--- config.mk ---
export PLATFORM = sky130hd
export DESIGN_NAME = prog2_div_engine
export DESIGN_NICKNAME = d
export VERILOG_FILES = /design/src/rtl/prog2_pkg.sv /design/src/rtl/restoring_div_step.sv /design/src/rtl/prog2_div_engine.sv
export SDC_FILE = /design/constraint.sdc
export NUM_CORES = 1
export LEC_CHECK = 0
export BUFFER_PORTS_ARGS = -buffer_cell sky130_fd_sc_hd__buf_2
export CORE_MARGIN = 10
export CORE_UTILIZATION = 50
export DETAILED_ROUTE_END_ITERATION = 7
export PLACE_DENSITY = 0.64
export SLEW_MARGIN = 40
export SYNTH_ARGS = -nofsm -noshare
export SYNTH_HDL_FRONTEND = slang
export SYNTH_HIERARCHICAL = 1
export SYNTH_SLANG_ARGS = --single-unit
--- constraint.sdc ---
create_clock -name Clk -period 2.4 [get_ports Clk]
set_input_delay 0.12 -clock Clk [delete_from_list [all_inputs] [get_ports Clk]]
set_output_delay 0.12 -clock Clk [all_outputs]
set_load 0.05 [all_outputs]
--- src/rtl/prog2_pkg.sv ---
// Shared types and constants for the prog2 fixed-point divide engine.
// Operand layout: dividend bytes at 0/1, divisor at 2.
package prog2_pkg;

    typedef enum logic [2:0] {
        ARMED,
        LOAD,
        DIVIDE,
        STORE,
        DONE
    } state_t;

    localparam int ADDR_D_HI    = 0;
    localparam int ADDR_D_LO    = 1;
    localparam int ADDR_V       = 2;
    localparam int RES_ADDR_DEF = 4;

    localparam int D_W      = 16;
    localparam int V_W      = 8;
    localparam int Q_W      = 24;
    localparam int DIV_ITER = 24;
    localparam int CNT_W    = 5;

endpackage

--- src/rtl/restoring_div_step.sv ---
// One restoring-division iteration: shift in a numerator bit,
// trial-subtract the divisor, keep the difference unless it borrows.
module restoring_div_step
    import prog2_pkg::*;
(
    input  logic [V_W:0]   rem_in,
    input  logic           num_bit,
    input  logic [V_W-1:0] divisor,
    output logic [V_W:0]   rem_out,
    output logic           q_bit
);

    logic [V_W+1:0] shifted;
    logic [V_W+1:0] trial;

    // rem_in < divisor, so shifted never reaches bit V_W+1 and
    // the top bit of trial is a clean borrow flag.
    always_comb begin
        shifted = {rem_in, num_bit};
        trial   = shifted - {2'b00, divisor};
        q_bit   = ~trial[V_W+1];
        rem_out = q_bit ? trial[V_W:0] : shifted[V_W:0];
    end

endmodule

--- src/rtl/prog2_div_engine.sv ---
// Computes floor({D,8'h00}/V) from data memory and stores the
// 24-bit quotient MSB-first at RES_ADDR; V==0 saturates to all ones.
module prog2_div_engine
    import prog2_pkg::*;
#(
    parameter int ADDR_W   = 8,
    parameter int RES_ADDR = RES_ADDR_DEF
) (
    input  logic              Clk,
    input  logic              Reset,
    input  logic              Start,
    output logic              Ack,
    output logic [ADDR_W-1:0] mem_addr,
    input  logic [7:0]        mem_rd_data,
    output logic              mem_wr_en,
    output logic [7:0]        mem_wr_data
);

    state_t         state;
    logic [D_W-1:0] dividend;
    logic [V_W-1:0] divisor;
    logic [Q_W-1:0] quot;
    logic [V_W:0]   rem;
    logic [CNT_W-1:0] cnt;

    logic [V_W:0]   rem_nxt;
    logic           q_bit;
    logic [Q_W-1:0] quot_nxt;

    restoring_div_step u_step (
        .rem_in  (rem),
        .num_bit (quot[Q_W-1]),
        .divisor (divisor),
        .rem_out (rem_nxt),
        .q_bit   (q_bit)
    );

    // quot doubles as numerator shifter: bits leave at the top,
    // quotient bits enter at the bottom.
    assign quot_nxt = {quot[Q_W-2:0], q_bit};

    always_ff @(posedge Clk or posedge Reset) begin
        if (Reset) begin
            state       <= ARMED;
            Ack         <= 1'b0;
            mem_addr    <= '0;
            mem_wr_en   <= 1'b0;
            mem_wr_data <= '0;
            dividend    <= '0;
            divisor     <= '0;
            quot        <= '0;
            rem         <= '0;
            cnt         <= '0;
        end else begin
            unique case (state)
                ARMED: begin
                    if (!Start) begin
                        state    <= LOAD;
                        cnt      <= '0;
                        mem_addr <= ADDR_W'(ADDR_D_HI);
                    end
                end
                LOAD: begin
                    cnt <= cnt + 1'b1;
                    if (cnt == CNT_W'(0)) begin
                        dividend[D_W-1:8] <= mem_rd_data;
                        mem_addr          <= ADDR_W'(ADDR_D_LO);
                    end else if (cnt == CNT_W'(1)) begin
                        dividend[7:0] <= mem_rd_data;
                        mem_addr      <= ADDR_W'(ADDR_V);
                    end else begin
                        divisor <= mem_rd_data;
                        rem     <= '0;
                        cnt     <= '0;
                        if (mem_rd_data == 8'h00) begin
                            quot        <= '1;
                            state       <= STORE;
                            mem_wr_en   <= 1'b1;
                            mem_addr    <= ADDR_W'(RES_ADDR);
                            mem_wr_data <= 8'hFF;
                        end else begin
                            quot     <= {dividend, 8'h00};
                            state    <= DIVIDE;
                            mem_addr <= ADDR_W'(ADDR_D_HI);
                        end
                    end
                end
                DIVIDE: begin
                    quot <= quot_nxt;
                    rem  <= rem_nxt;
                    cnt  <= cnt + 1'b1;
                    if (cnt == CNT_W'(DIV_ITER - 1)) begin
                        cnt         <= '0;
                        state       <= STORE;
                        mem_wr_en   <= 1'b1;
                        mem_addr    <= ADDR_W'(RES_ADDR);
                        mem_wr_data <= quot_nxt[Q_W-1:16];
                    end
                end
                STORE: begin
                    cnt <= cnt + 1'b1;
                    if (cnt == CNT_W'(0)) begin
                        mem_addr    <= ADDR_W'(RES_ADDR + 1);
                        mem_wr_data <= quot[15:8];
                    end else if (cnt == CNT_W'(1)) begin
                        mem_addr    <= ADDR_W'(RES_ADDR + 2);
                        mem_wr_data <= quot[7:0];
                    end else begin
                        cnt         <= '0;
                        state       <= DONE;
                        Ack         <= 1'b1;
                        mem_wr_en   <= 1'b0;
                        mem_addr    <= '0;
                        mem_wr_data <= '0;
                    end
                end
                DONE: begin
                    if (Start) begin
                        state <= ARMED;
                        Ack   <= 1'b0;
                    end
                end
                default: state <= ARMED;
            endcase
        end
    end

endmodule

==> results.toml <==
[cells_and_area]
fin_cells = 526
layout.nets = 440
layout_commonest_cell = "dfrtp_1"
drive_gt1_share_pct = 26.6
diodes = 0
final_cell_mix = "78 x dfrtp_1, 32 x mux2_2, 27 x inv_1"
syn_to_final_growth_pct = 11.4

[timing]
fin_crit_ns = 2.30
slew_violations = 0
maxClockFrequency_ghz = 0.435
hold-worst-slack_ns = 0.0692
worstMarginPinSlew_ns = 0.544
min_period_over_period_pct = 95.7
finalSetupViolations = 0
final.setup.tns_ns = 0
skew_ns = 0.0121
hold_viol_final = 0
slew-limit-headroom_pct = 63.7
rsz0062_at_grt = "false"

[die]
die_area_sq_um = 12500
die_h_um = 112
core_sq_um = 8220
ios = 29
die_w_um = 112
start_util_pct = 51.3
rows = 33

[status]
status = "finished clean"

[critical_path]
path_buf_inv = 1
regToRegStartpoint = "rem[5]"
ff2ff_path_depth = 8
required_ns = 2.64
cp.depth = 8
critPathTopFamily = "compound AO/OA/AOI/OAI gates"
critPathMaxStageDelay_ns = 0.41
cp-start-kind = "flop"
critPathMaxFanout = 7
end_kind = "flop"
path_cells = "ha_1 -> a21oi_2 -> nand2_1 -> o21a_2 -> o211ai_4 -> clkinv_4 -> mux2_4 -> a22o_1"
worstSetupStartpoint = "rem[5]"
endpoint = "rem[4]"
arrival_ns = 2.54
cp_slowest_cell = "dfrtp_1"
critPathKind = "flop to flop"
r2r-end = "rem[4]"
reg2reg_slack_ns = 0.10

[pwr]
swShare_pct = 42.9
p_int_mw = 4.34
p_leak_nw = 2.11
p_seq_share_pct = 31.9
p_sw_mw = 3.26
combPwrFrac_pct = 55.4
ir_drop_v = 0.000711
p_clk_share_pct = 12.7
power_density_nw_per_um2 = 1620

[run]
max-cap-violations = 0

[synth]
ys_warn_count = 6
synth_seq_area_share_pct = 46.3
synth_edf_count = 0
yosys_most_used_dff = "dfrtp_1"
ys_types = 62
async_flop_share_pct = 100
syn_avg_cell_area_sq_um = 10.9
syn-cell-area_sq_um = 4220
synthCells = 387
ys_ff_latch = 78

[clocking]
numCtsBuffers = 9
clk_latency_ns = 0.35
cts_tree = "built"
htree_num_levels = 3
cts-root-buf = "clkbuf_8"
cts.sinks = 78
ctsLongestPathBuffers = 2
clk_pin_slew_ns = 0.08

[routing]
wl_per_cell_um = 17.4
dr.pass1.iters = 4
drt_wl_total_mm = 9.15
drc = 0
num_vias = 3042
viasPerCell = 5.78
antenna_left = 0
drt-initial-drc-count = 136

[hold_path]
hold_depth = 2
hp-class = "input pin to flop"
hold_start = "mem_rd_data[1]"

[placement]
dp_hpwl_mm = 6.57
dp.cells = 508
port_buffers = 23
globalplace.congestion = 0.857

[global_route]
grt_overflow = 0
grt_pass1_vias = 3068
grt_usage_pct = 14.7
antenna_found_initial = 0
grt_max_degree = 52
grt_pass1_wl_mm = 15.4
[metrics by stage]
step	instance area, sq um	worst slack (ns)	utilization, %	power [mW]
floorplan	4230	0.220	-	5.66
finish	4700	0.104	57.2	7.60
global placement	4460	0.0983	54.3	6.46
global route	4700	0.00302	57.2	8.19
CTS	4660	0.0191	56.7	7.57
detailed placement	4460	0.0610	54.3	6.58
[state kept, by name, indices dropped and copies added, names as in the netlist]
register	flops
Ack	1
cnt	5
dividend	16
divisor	8
mem_addr	3
mem_wr_data	8
mem_wr_en	1
quot	24
rem	9
state	3
[layer usage]
layer  up-vias  GRT usage [%]  wire [um]
met1      1518           19.9       4400
met5         -              0          0
met2        53           22.5       4300
met4         0           6.00        121
met3        11           2.63        334
li1       1460              -          -
[Yosys cell counts (9+ instances only)]
| cell type | count | share of area [%] |
|---|---|---|
| nand3_1 | 11 | 1.3 |
| nand2_1 | 15 | 1.3 |
| dfrtp_1 | 78 | 46 |
| o2bb2ai_1 | 10 | 2.1 |
| a21oi_1 | 17 | 2.0 |
| o22ai_1 | 9 | 1.3 |
| inv_1 | 28 | 2.5 |
| ha_1 | 11 | 3.3 |
| nor2_1 | 20 | 1.8 |
| o21ai_0 | 18 | 2.1 |
| clkbuf_1 | 11 | 0.98 |
| mux2_2 | 32 | 8.5 |
| a22o_1 | 14 | 2.9 |
[repair_timing]
| action | in CTS | in global routing |
|---|---|---|
| resized for setup | 0 | 6 |
| endpoints found under the setup margin | 0 | 7 |
| buffers inserted | 0 | 2 |
| hold endpoints to repair | 27 | 0 |
| hold buffers | 1 | 0 |
[worst min path at each step]
| stage | end |
|---|---|
| CTS | dividend[9] |
| floorplan | divisor[3] |
| finish | dividend[9] |
| global placement | rem[5] |
| detailed placement | rem[5] |
| global route | dividend[1] |
[power groups by stage]
stage	Sequential [mW]	Combinational (mW)	Clock (mW)
floorplan	2.56	3.10	0
global placement	2.43	4.03	0
detailed placement	2.44	4.13	0
CTS	2.43	4.15	0.989
global route	2.50	4.64	1.04
finish	2.42	4.21	0.967
[final cells by class]
type	count	area, sq um
fill	717	3520
multi-input combinational	258	2030
sequential	78	1950
timing repair buffer	41	278
clock buffer	10	138
tap	105	131
inverter	29	115
clock inverter	5	50.0
[worst reg2reg max path: cells and delay by family, from the launching register on]
kind / cells / cell delay [ns]
AO/OA/AOI/OAI: 4 / 0.87
adder cells (fa/ha/maj): 1 / 0.35
AND/OR/NAND/NOR: 1 / 0.09
multiplexers: 1 / 0.32
flip-flops: 1 / 0.41
buffers and inverters: 1 / 0.16
[cells by family (layout without fill, tap and decap cells)]
group / count (synthesis) / in the layout / synth area share [%]
and+or+nand+nor: 81 / 81 / 11.1
buffers and inverters: 55 / 85 / 6.32
DFF: 78 / 78 / 46.3
xor gates and xnor gates: 8 / 8 / 1.66
muxes: 39 / 39 / 10.8
other: 1 / 5 / 0.0890
AOI/OAI and AO/OA: 113 / 113 / 19.9
adders and majority gates: 12 / 12 / 3.74
(Power assumes the default switching activity.)
